[config.mk]
export PLATFORM = sky130hd
export DESIGN_NAME = axis_bram_xfer_seq_flat
export DESIGN_NICKNAME = d
export VERILOG_FILES = /design/src/rtl/axis_bram_xfer_seq_if.sv /design/src/rtl/axis_bram_xfer_seq.sv /design/src/flat_wrapper.sv
export SDC_FILE = /design/constraint.sdc
export NUM_CORES = 1
export LEC_CHECK = 0
export BUFFER_PORTS_ARGS = -buffer_cell sky130_fd_sc_hd__buf_2
export CAP_MARGIN = 30
export CORE_AREA = 2 2 74 76
export CTS_CLUSTER_SIZE = 28
export DETAILED_ROUTE_END_ITERATION = 7
export DIE_AREA = 0 0 76 78
export PLACE_DENSITY = 0.8
export SYNTH_ARGS = -nofsm -noshare
export SYNTH_HDL_FRONTEND = slang
export SYNTH_SLANG_ARGS = --single-unit
[constraint.sdc]
create_clock -name clk -period 4.1 [get_ports clk]
set_clock_uncertainty 0.1 [all_clocks]
set_input_delay 0.82 -clock clk [delete_from_list [all_inputs] [get_ports clk]]
set_output_delay 0.82 -clock clk [all_outputs]
set_load 0.05 [all_outputs]
[src/rtl/axis_bram_xfer_seq_if.sv]
// Command, controller and stream handshake bundle for the transfer sequencer.
// master = sequencer side, slave = command source / controller / stream side.
interface axis_bram_xfer_seq_if #(
  parameter int BRAM_ADDR_LENGTH = 12
);
  logic                        cmd_valid;
  logic                        cmd_ready;
  logic                        cmd_rw;
  logic [BRAM_ADDR_LENGTH-1:0] cmd_start;
  logic [BRAM_ADDR_LENGTH-1:0] cmd_bound;
  logic                        rw;
  logic                        addr_reload;
  logic [BRAM_ADDR_LENGTH-1:0] bram_start_index;
  logic [BRAM_ADDR_LENGTH-1:0] bram_bound_index;
  logic                        s_axis_tvalid;
  logic                        s_axis_tready;
  logic                        ad_stream_in_valid;
  logic                        ad_stream_in_accep;
  logic                        m_axis_tvalid;
  logic                        m_axis_tready;
  logic                        m_axis_tlast;
  logic                        ad_stream_out_valid;
  logic                        ad_stream_out_accep;
  logic                        ad_stream_out_tlast;
  logic                        busy;
  logic                        done;
  logic                        err;

  modport master (
    input  cmd_valid, cmd_rw, cmd_start, cmd_bound,
    input  s_axis_tvalid, ad_stream_in_accep,
    input  m_axis_tready, ad_stream_out_valid,
    input  ad_stream_out_tlast,
    output cmd_ready, rw, addr_reload,
    output bram_start_index, bram_bound_index,
    output s_axis_tready, ad_stream_in_valid,
    output m_axis_tvalid, m_axis_tlast,
    output ad_stream_out_accep,
    output busy, done, err
  );

  modport slave (
    output cmd_valid, cmd_rw, cmd_start, cmd_bound,
    output s_axis_tvalid, ad_stream_in_accep,
    output m_axis_tready, ad_stream_out_valid,
    output ad_stream_out_tlast,
    input  cmd_ready, rw, addr_reload,
    input  bram_start_index, bram_bound_index,
    input  s_axis_tready, ad_stream_in_valid,
    input  m_axis_tvalid, m_axis_tlast,
    input  ad_stream_out_accep,
    input  busy, done, err
  );
endinterface

[src/rtl/axis_bram_xfer_seq.sv]
// Transfer sequencer ahead of the AXIS<->BRAM adapter: takes one row-range
// command, gates the stream handshakes to an exact beat count, reports done/err.
module axis_bram_xfer_seq #(
  parameter int BRAM_ADDR_LENGTH   = 12,
  parameter int BRAM_WIDTH_IN_WORD = 36,
  parameter int CNT_W              = 6
) (
  input  logic                 clk,
  input  logic                 rstn,
  axis_bram_xfer_seq_if.master bus
);
  localparam int AW = BRAM_ADDR_LENGTH;
  localparam logic [CNT_W-1:0] WLAST =
    CNT_W'(BRAM_WIDTH_IN_WORD - 1);

  typedef enum logic [2:0] {
    S_IDLE,
    S_LOAD,
    S_RUN,
    S_DRAIN,
    S_DONE
  } state_e;

  state_e           state_q, state_d;
  logic             rw_q;
  logic [AW-1:0]    start_q, bound_q;
  logic [AW-1:0]    row_q, row_d;
  logic [CNT_W-1:0] wcnt_q, wcnt_d;
  logic             err_q, err_d;
  logic             drain_q;

  logic             run;
  logic             beat;
  logic             last;
  logic             bad_cmd;
  logic             accept;

  assign bad_cmd = bus.cmd_bound < bus.cmd_start;
  assign accept  = (state_q == S_IDLE) & bus.cmd_valid & ~bad_cmd;
  assign last    = (wcnt_q == WLAST) & (row_q == bound_q);

  always_ff @(posedge clk) begin
    if (!rstn) begin
      state_q <= S_IDLE;
    end else begin
      state_q <= state_d;
    end
  end

  always_comb begin
    state_d = state_q;
    unique case (state_q)
      S_IDLE:  if (accept) state_d = S_LOAD;
      S_LOAD:  state_d = S_RUN;
      S_RUN: begin
        if (beat && last) state_d = rw_q ? S_DRAIN : S_DONE;
      end
      S_DRAIN: if (drain_q) state_d = S_DONE;
      S_DONE:  state_d = S_IDLE;
      default: state_d = S_IDLE;
    endcase
  end

  always_comb begin
    run                     = state_q == S_RUN;
    bus.cmd_ready           = state_q == S_IDLE;
    bus.addr_reload         = state_q == S_LOAD;
    bus.busy                = state_q != S_IDLE;
    bus.done                = state_q == S_DONE;
    bus.s_axis_tready       = run & rw_q & bus.ad_stream_in_accep;
    bus.ad_stream_in_valid  = run & rw_q & bus.s_axis_tvalid;
    bus.m_axis_tvalid       = run & ~rw_q & bus.ad_stream_out_valid;
    bus.ad_stream_out_accep = run & ~rw_q & bus.m_axis_tready;
    bus.m_axis_tlast        = bus.m_axis_tvalid & last;
    beat = rw_q ? (bus.s_axis_tvalid & bus.s_axis_tready)
                : (bus.m_axis_tvalid & bus.m_axis_tready);
  end

  always_comb begin
    wcnt_d = wcnt_q + CNT_W'(1);
    row_d  = row_q;
    if (wcnt_q == WLAST) begin
      wcnt_d = '0;
      row_d  = row_q + AW'(1);
    end
    // controller's tlast is only cross-checked; ours drives the stream
    err_d = ((state_q == S_IDLE) & bus.cmd_valid & bad_cmd)
          | (beat & ~rw_q & (bus.ad_stream_out_tlast != last));
  end

  always_ff @(posedge clk) begin
    if (!rstn) begin
      rw_q    <= 1'b0;
      start_q <= '0;
      bound_q <= '0;
      row_q   <= '0;
      wcnt_q  <= '0;
      err_q   <= 1'b0;
      drain_q <= 1'b0;
    end else begin
      err_q   <= err_d;
      drain_q <= (state_q == S_DRAIN) & ~drain_q;
      if (accept) begin
        rw_q    <= bus.cmd_rw;
        start_q <= bus.cmd_start;
        bound_q <= bus.cmd_bound;
        row_q   <= bus.cmd_start;
        wcnt_q  <= '0;
      end else if (beat) begin
        wcnt_q <= wcnt_d;
        row_q  <= row_d;
      end
    end
  end

  assign bus.rw               = rw_q;
  assign bus.bram_start_index = start_q;
  assign bus.bram_bound_index = bound_q;
  assign bus.err              = err_q;
endmodule

[src/flat_wrapper.sv]
// flat-port wrapper written by rule: the top's interface ports become plain ports
module axis_bram_xfer_seq_flat 
#(
  parameter int BRAM_ADDR_LENGTH   = 12,
  parameter int BRAM_WIDTH_IN_WORD = 36,
  parameter int CNT_W              = 6
)
  (clk, rstn, bus_cmd_valid, bus_cmd_rw, bus_cmd_start, bus_cmd_bound, bus_s_axis_tvalid, bus_ad_stream_in_accep, bus_m_axis_tready, bus_ad_stream_out_valid, bus_ad_stream_out_tlast, bus_cmd_ready, bus_rw, bus_addr_reload, bus_bram_start_index, bus_bram_bound_index, bus_s_axis_tready, bus_ad_stream_in_valid, bus_m_axis_tvalid, bus_m_axis_tlast, bus_ad_stream_out_accep, bus_busy, bus_done, bus_err);
  axis_bram_xfer_seq_if #(.BRAM_ADDR_LENGTH(BRAM_ADDR_LENGTH)) bus_i ();
  input  logic clk;
  input  logic rstn;
  input wire logic [$bits(bus_i.cmd_valid)-1:0] bus_cmd_valid;
  input wire logic [$bits(bus_i.cmd_rw)-1:0] bus_cmd_rw;
  input wire logic [$bits(bus_i.cmd_start)-1:0] bus_cmd_start;
  input wire logic [$bits(bus_i.cmd_bound)-1:0] bus_cmd_bound;
  input wire logic [$bits(bus_i.s_axis_tvalid)-1:0] bus_s_axis_tvalid;
  input wire logic [$bits(bus_i.ad_stream_in_accep)-1:0] bus_ad_stream_in_accep;
  input wire logic [$bits(bus_i.m_axis_tready)-1:0] bus_m_axis_tready;
  input wire logic [$bits(bus_i.ad_stream_out_valid)-1:0] bus_ad_stream_out_valid;
  input wire logic [$bits(bus_i.ad_stream_out_tlast)-1:0] bus_ad_stream_out_tlast;
  output wire logic [$bits(bus_i.cmd_ready)-1:0] bus_cmd_ready;
  output wire logic [$bits(bus_i.rw)-1:0] bus_rw;
  output wire logic [$bits(bus_i.addr_reload)-1:0] bus_addr_reload;
  output wire logic [$bits(bus_i.bram_start_index)-1:0] bus_bram_start_index;
  output wire logic [$bits(bus_i.bram_bound_index)-1:0] bus_bram_bound_index;
  output wire logic [$bits(bus_i.s_axis_tready)-1:0] bus_s_axis_tready;
  output wire logic [$bits(bus_i.ad_stream_in_valid)-1:0] bus_ad_stream_in_valid;
  output wire logic [$bits(bus_i.m_axis_tvalid)-1:0] bus_m_axis_tvalid;
  output wire logic [$bits(bus_i.m_axis_tlast)-1:0] bus_m_axis_tlast;
  output wire logic [$bits(bus_i.ad_stream_out_accep)-1:0] bus_ad_stream_out_accep;
  output wire logic [$bits(bus_i.busy)-1:0] bus_busy;
  output wire logic [$bits(bus_i.done)-1:0] bus_done;
  output wire logic [$bits(bus_i.err)-1:0] bus_err;
  assign bus_i.cmd_valid = bus_cmd_valid;
  assign bus_i.cmd_rw = bus_cmd_rw;
  assign bus_i.cmd_start = bus_cmd_start;
  assign bus_i.cmd_bound = bus_cmd_bound;
  assign bus_i.s_axis_tvalid = bus_s_axis_tvalid;
  assign bus_i.ad_stream_in_accep = bus_ad_stream_in_accep;
  assign bus_i.m_axis_tready = bus_m_axis_tready;
  assign bus_i.ad_stream_out_valid = bus_ad_stream_out_valid;
  assign bus_i.ad_stream_out_tlast = bus_ad_stream_out_tlast;
  assign bus_cmd_ready = bus_i.cmd_ready;
  assign bus_rw = bus_i.rw;
  assign bus_addr_reload = bus_i.addr_reload;
  assign bus_bram_start_index = bus_i.bram_start_index;
  assign bus_bram_bound_index = bus_i.bram_bound_index;
  assign bus_s_axis_tready = bus_i.s_axis_tready;
  assign bus_ad_stream_in_valid = bus_i.ad_stream_in_valid;
  assign bus_m_axis_tvalid = bus_i.m_axis_tvalid;
  assign bus_m_axis_tlast = bus_i.m_axis_tlast;
  assign bus_ad_stream_out_accep = bus_i.ad_stream_out_accep;
  assign bus_busy = bus_i.busy;
  assign bus_done = bus_i.done;
  assign bus_err = bus_i.err;
  axis_bram_xfer_seq #(.BRAM_ADDR_LENGTH(BRAM_ADDR_LENGTH), .BRAM_WIDTH_IN_WORD(BRAM_WIDTH_IN_WORD), .CNT_W(CNT_W)) u_core (.clk(clk), .rstn(rstn), .bus(bus_i));
endmodule
==> impl_metrics.ini <==
[route]
dr_total_vias = 2475
ant_nets = 0
drt_pass1_iterations = 4
routed_wirelength_mm = 6.690
first_iter_violations = 208
wl_per_cell_um = 14.87
drcViolationCount = 0
viasPerCell = 5.500

[layout]
area_growth_pct = 18.83
final_net_count = 425
antenna_cells = 0
layout-drive-gt1-share_pct = 22.63
final_area_mm2 = 0.003214
fill_cells = 431

[power]
p_sw_share_pct = 36.33
powerDensity_mw_per_mm2 = 369.9
power_frac_seq_pct = 45.7
pwr-share-comb_pct = 29.2
power.leakage_nw = 1.379
p_clk_share_pct = 25.1
netSwitchingPower_w = 0.0004320
intPower_w = 0.0007570
worst_ir_drop_vdd_uv = 264.0

[critical_path]
critPathKind = register to output port
startpoint = u_core.wcnt_q[0]$_SDFFE_PP0P_
cp.arrival_ns = 2.61
crit_path_top_delay_cell = or4_4
ff2ff_setup_slack_ns = 1.50
worstPathCellList = ha_1 > or4b_1 > or2_4 > or4_4 > nor2_1 > buf_2
reg2reg_depth = 6
max_stage_delay_ns = 0.58
worst_r2r_startpoint = u_core.wcnt_q[0]$_SDFFE_PP0P_
cp.required_ns = 3.18
r2r-end = u_core.state_q[2]$_SDFFE_PN0P_
path_delay_family = simple AND/OR/NAND/NOR gates
endpoint_kind = output port
cp_num_buf_inv = 1
crit_fanout = 5
cp-start-kind = register

[floorplan]
die_area_mm2 = 0.005928
die_h_um = 78
core_mm2 = 0.005042
ios = 68
die-width_um = 76
num_rows = 26
start_util_pct = 53.65

[global_route]
grt_pass1_wl_mm = 11.26
antenna_found_initial = 0
use_met1_pct = 32.73
grt_max_degree = 54
first_global_vias = 2318
grt_overflow = 0
grt_use_met3_pct = 4.767
grt.busiest_layer = met2
met2_usage_pct = 36.79
gr-usage-all-layers_pct = 23.27

[job]
cap_viol_max_count = 0

[logic_synthesis]
ys.flop_type = dfxtp_1
yosysUniqueCellTypes = 40
synth_area_mm2 = 0.002705
async_flop_share_pct = 0
seq_area_frac_synth_pct = 35.52
synth-seq-cells = 48
synth_cells = 319
synth_fp_nets = 365
yosys.area.top_type_share_pct = 35.52
synth_area_leader_cell = dfxtp_1
avgSynthCellArea_um2 = 8.480
yosys_warnings = 0
synth_area_leaders = dfxtp_1, mux2i_1, nand2_1
synth_edf_count = 0

[placed_design]
port_buffers = 67
place_hpwl_mm = 5.032
globalplace.congestion = 0.8400
placed_cell_area_mm2 = 0.003124

[clock_tree]
cts_tree = built
cts_root_buf = clkbuf_8
numCtsBuffers = 5
postCtsSetupBuffers = 0
path_clk_slew_ns = 0.09
h-tree-depth = 2
clk-insertion-delay-late_ns = 0.30
cts_resized = 0
clock-sinks = 48
cts_buffer_depth = 2
hold_buffers = 0

[timing]
hold_violations = 0
finalCritPeriodShare_pct = 86.18
slew_headroom_pct = 40.86
rsz0062_at_grt = false
fin_tns_setup_ns = 0
max_freq_mhz = 283.0
maxSlewViolCount = 0
finalCriticalPeriod_ns = 3.533
fin_hold_ws_ns = 0.3625
setup_viol = 0
tightest_slew_ns = 0.8838

[outcome]
status = finished clean

[hold_path]
worstHoldEndpoint = u_core.bus.bram_start_index[5]$_SDFFE_PN0P_
hold_start = u_core.bus.bram_start_index[5]$_SDFFE_PN0P_
hp-class = register to register
worstHoldPathCells = 2
cell families after synthesis:
family	synth area share, %
AOI/OAI and AO/OA	13.04
xor gates and xnor gates	8.742
adders and majority gates	6.013
buffers and inverters	4.903
DFF	35.52
muxes	8.881
and+or+nand+nor	22.90
worst max-delay path by stage:
stage                                             endpoint  cells past startpoint
3_5_place_dp                 u_core.wcnt_q[3]$_SDFFE_PP0P_                      9
6_report                                  bus_m_axis_tlast                      6
5_1_grt                                   bus_m_axis_tlast                      6
2_1_floorplan                             bus_m_axis_tlast                      5
4_1_cts                                   bus_m_axis_tlast                      6
3_3_place_gp   u_core.bus.bram_start_index[0]$_SDFFE_PN0P_                      9
per-layer routing:
metal / share of wire [%] / wire, um
met5: 0 / 0
met4: 0.81 / 54
met3: 4.3 / 288
met2: 46 / 3054
met1: 49 / 3293
worst min-delay path, delay by kind of cell, from the launching register on:
kind             cells  cell delay [ns]
DFF                  1             0.32
and+or+nand+nor      1             0.05
muxes                1             0.05
through the flow:
stage | instances | setup WS (ns) | util [%] | total power [W]
detailed placement | 442 | 0.8370 | 61.96 | 0.0008990
finish | 450 | 0.5667 | 63.75 | 0.001189
CTS | 450 | 0.5674 | 63.75 | 0.001188
floorplan | 319 | 0.7417 | - | 0.0008003
global placement | 441 | 0.7634 | 61.41 | 0.0008880
global route | 450 | 0.4075 | 63.75 | 0.001239
cell usage after synthesis, types with 2 or more instances:
library cell  count
a211oi_1         23
a21oi_1           8
a31oi_1           3
and2_1            4
and3_1            7
and3_2            2
and4_1            2
clkbuf_1         18
dfxtp_1          48
ha_1             13
inv_1            16
mux2i_1          24
nand2_1          56
nand2b_1          2
nand3_1           8
nand3b_1          4
nand4_1          10
nor2_1            3
nor3_1            7
nor3b_1           4
o2111ai_1         2
o21ai_0          11
o31ai_1           2
xnor2_1          14
xor2_1           13
state kept, by name, summed over array words and instances, names as in the netlist:
name and count:
u_core.bus.err 1, u_core.row_q 12, u_core.state_q 3, u_core.bus.bram_bound_index 12
u_core.bus.bram_start_index 12, u_core.bus.rw 1, u_core.wcnt_q 6, u_core.drain_q 1
cell type report:
class / count / area, um2 / share of cell area [%]
multi-input combinational: 236 / 1623 / 50.49
sequential: 48 / 960.9 / 29.89
timing repair buffer: 72 / 392.9 / 12.22
clock buffer: 8 / 90.09 / 2.803
tap: 70 / 87.58 / 2.725
inverter: 16 / 60.06 / 1.868
cells in the final DEF, fill, tap and decap left out, drive strengths merged:
master,netlist,layout
nor2,3,3
nand3b,4,4
a31o,1,1
inv,16,16
o21ai,11,11
xnor2,14,14
dfxtp,48,48
ha,13,13
nor4,1,1
o22ai,1,1
nand2b,2,2
nand3,8,8
a2111o,1,1
or3,1,1
or4b,1,1
a211oi,23,23
o31ai,2,2
o2111ai,2,2
nor4b,1,1
clkbuf,18,8
nand4bb,1,1
and2,4,4
and4,3,3
or2,2,2
a21boi,1,1
xor2,13,13
a31oi,3,3
or4,2,2
nand2,56,56
nand4,10,10
a21oi,8,8
and3,9,9
mux2i,24,24
nor3,7,7
buf,1,72
nor3b,4,4
power by group through the flow:
stage,Combinational [W],Clock (W),Sequential (W)
detailed placement,0.000346,0,0.000553
floorplan,0.000194,0,0.000606
global route,0.000375,0.000315,0.000549
global placement,0.000336,0,0.000552
CTS,0.000348,0.000297,0.000542
finish,0.000348,0.000298,0.000543
Power figures use the tool's default switching activity.
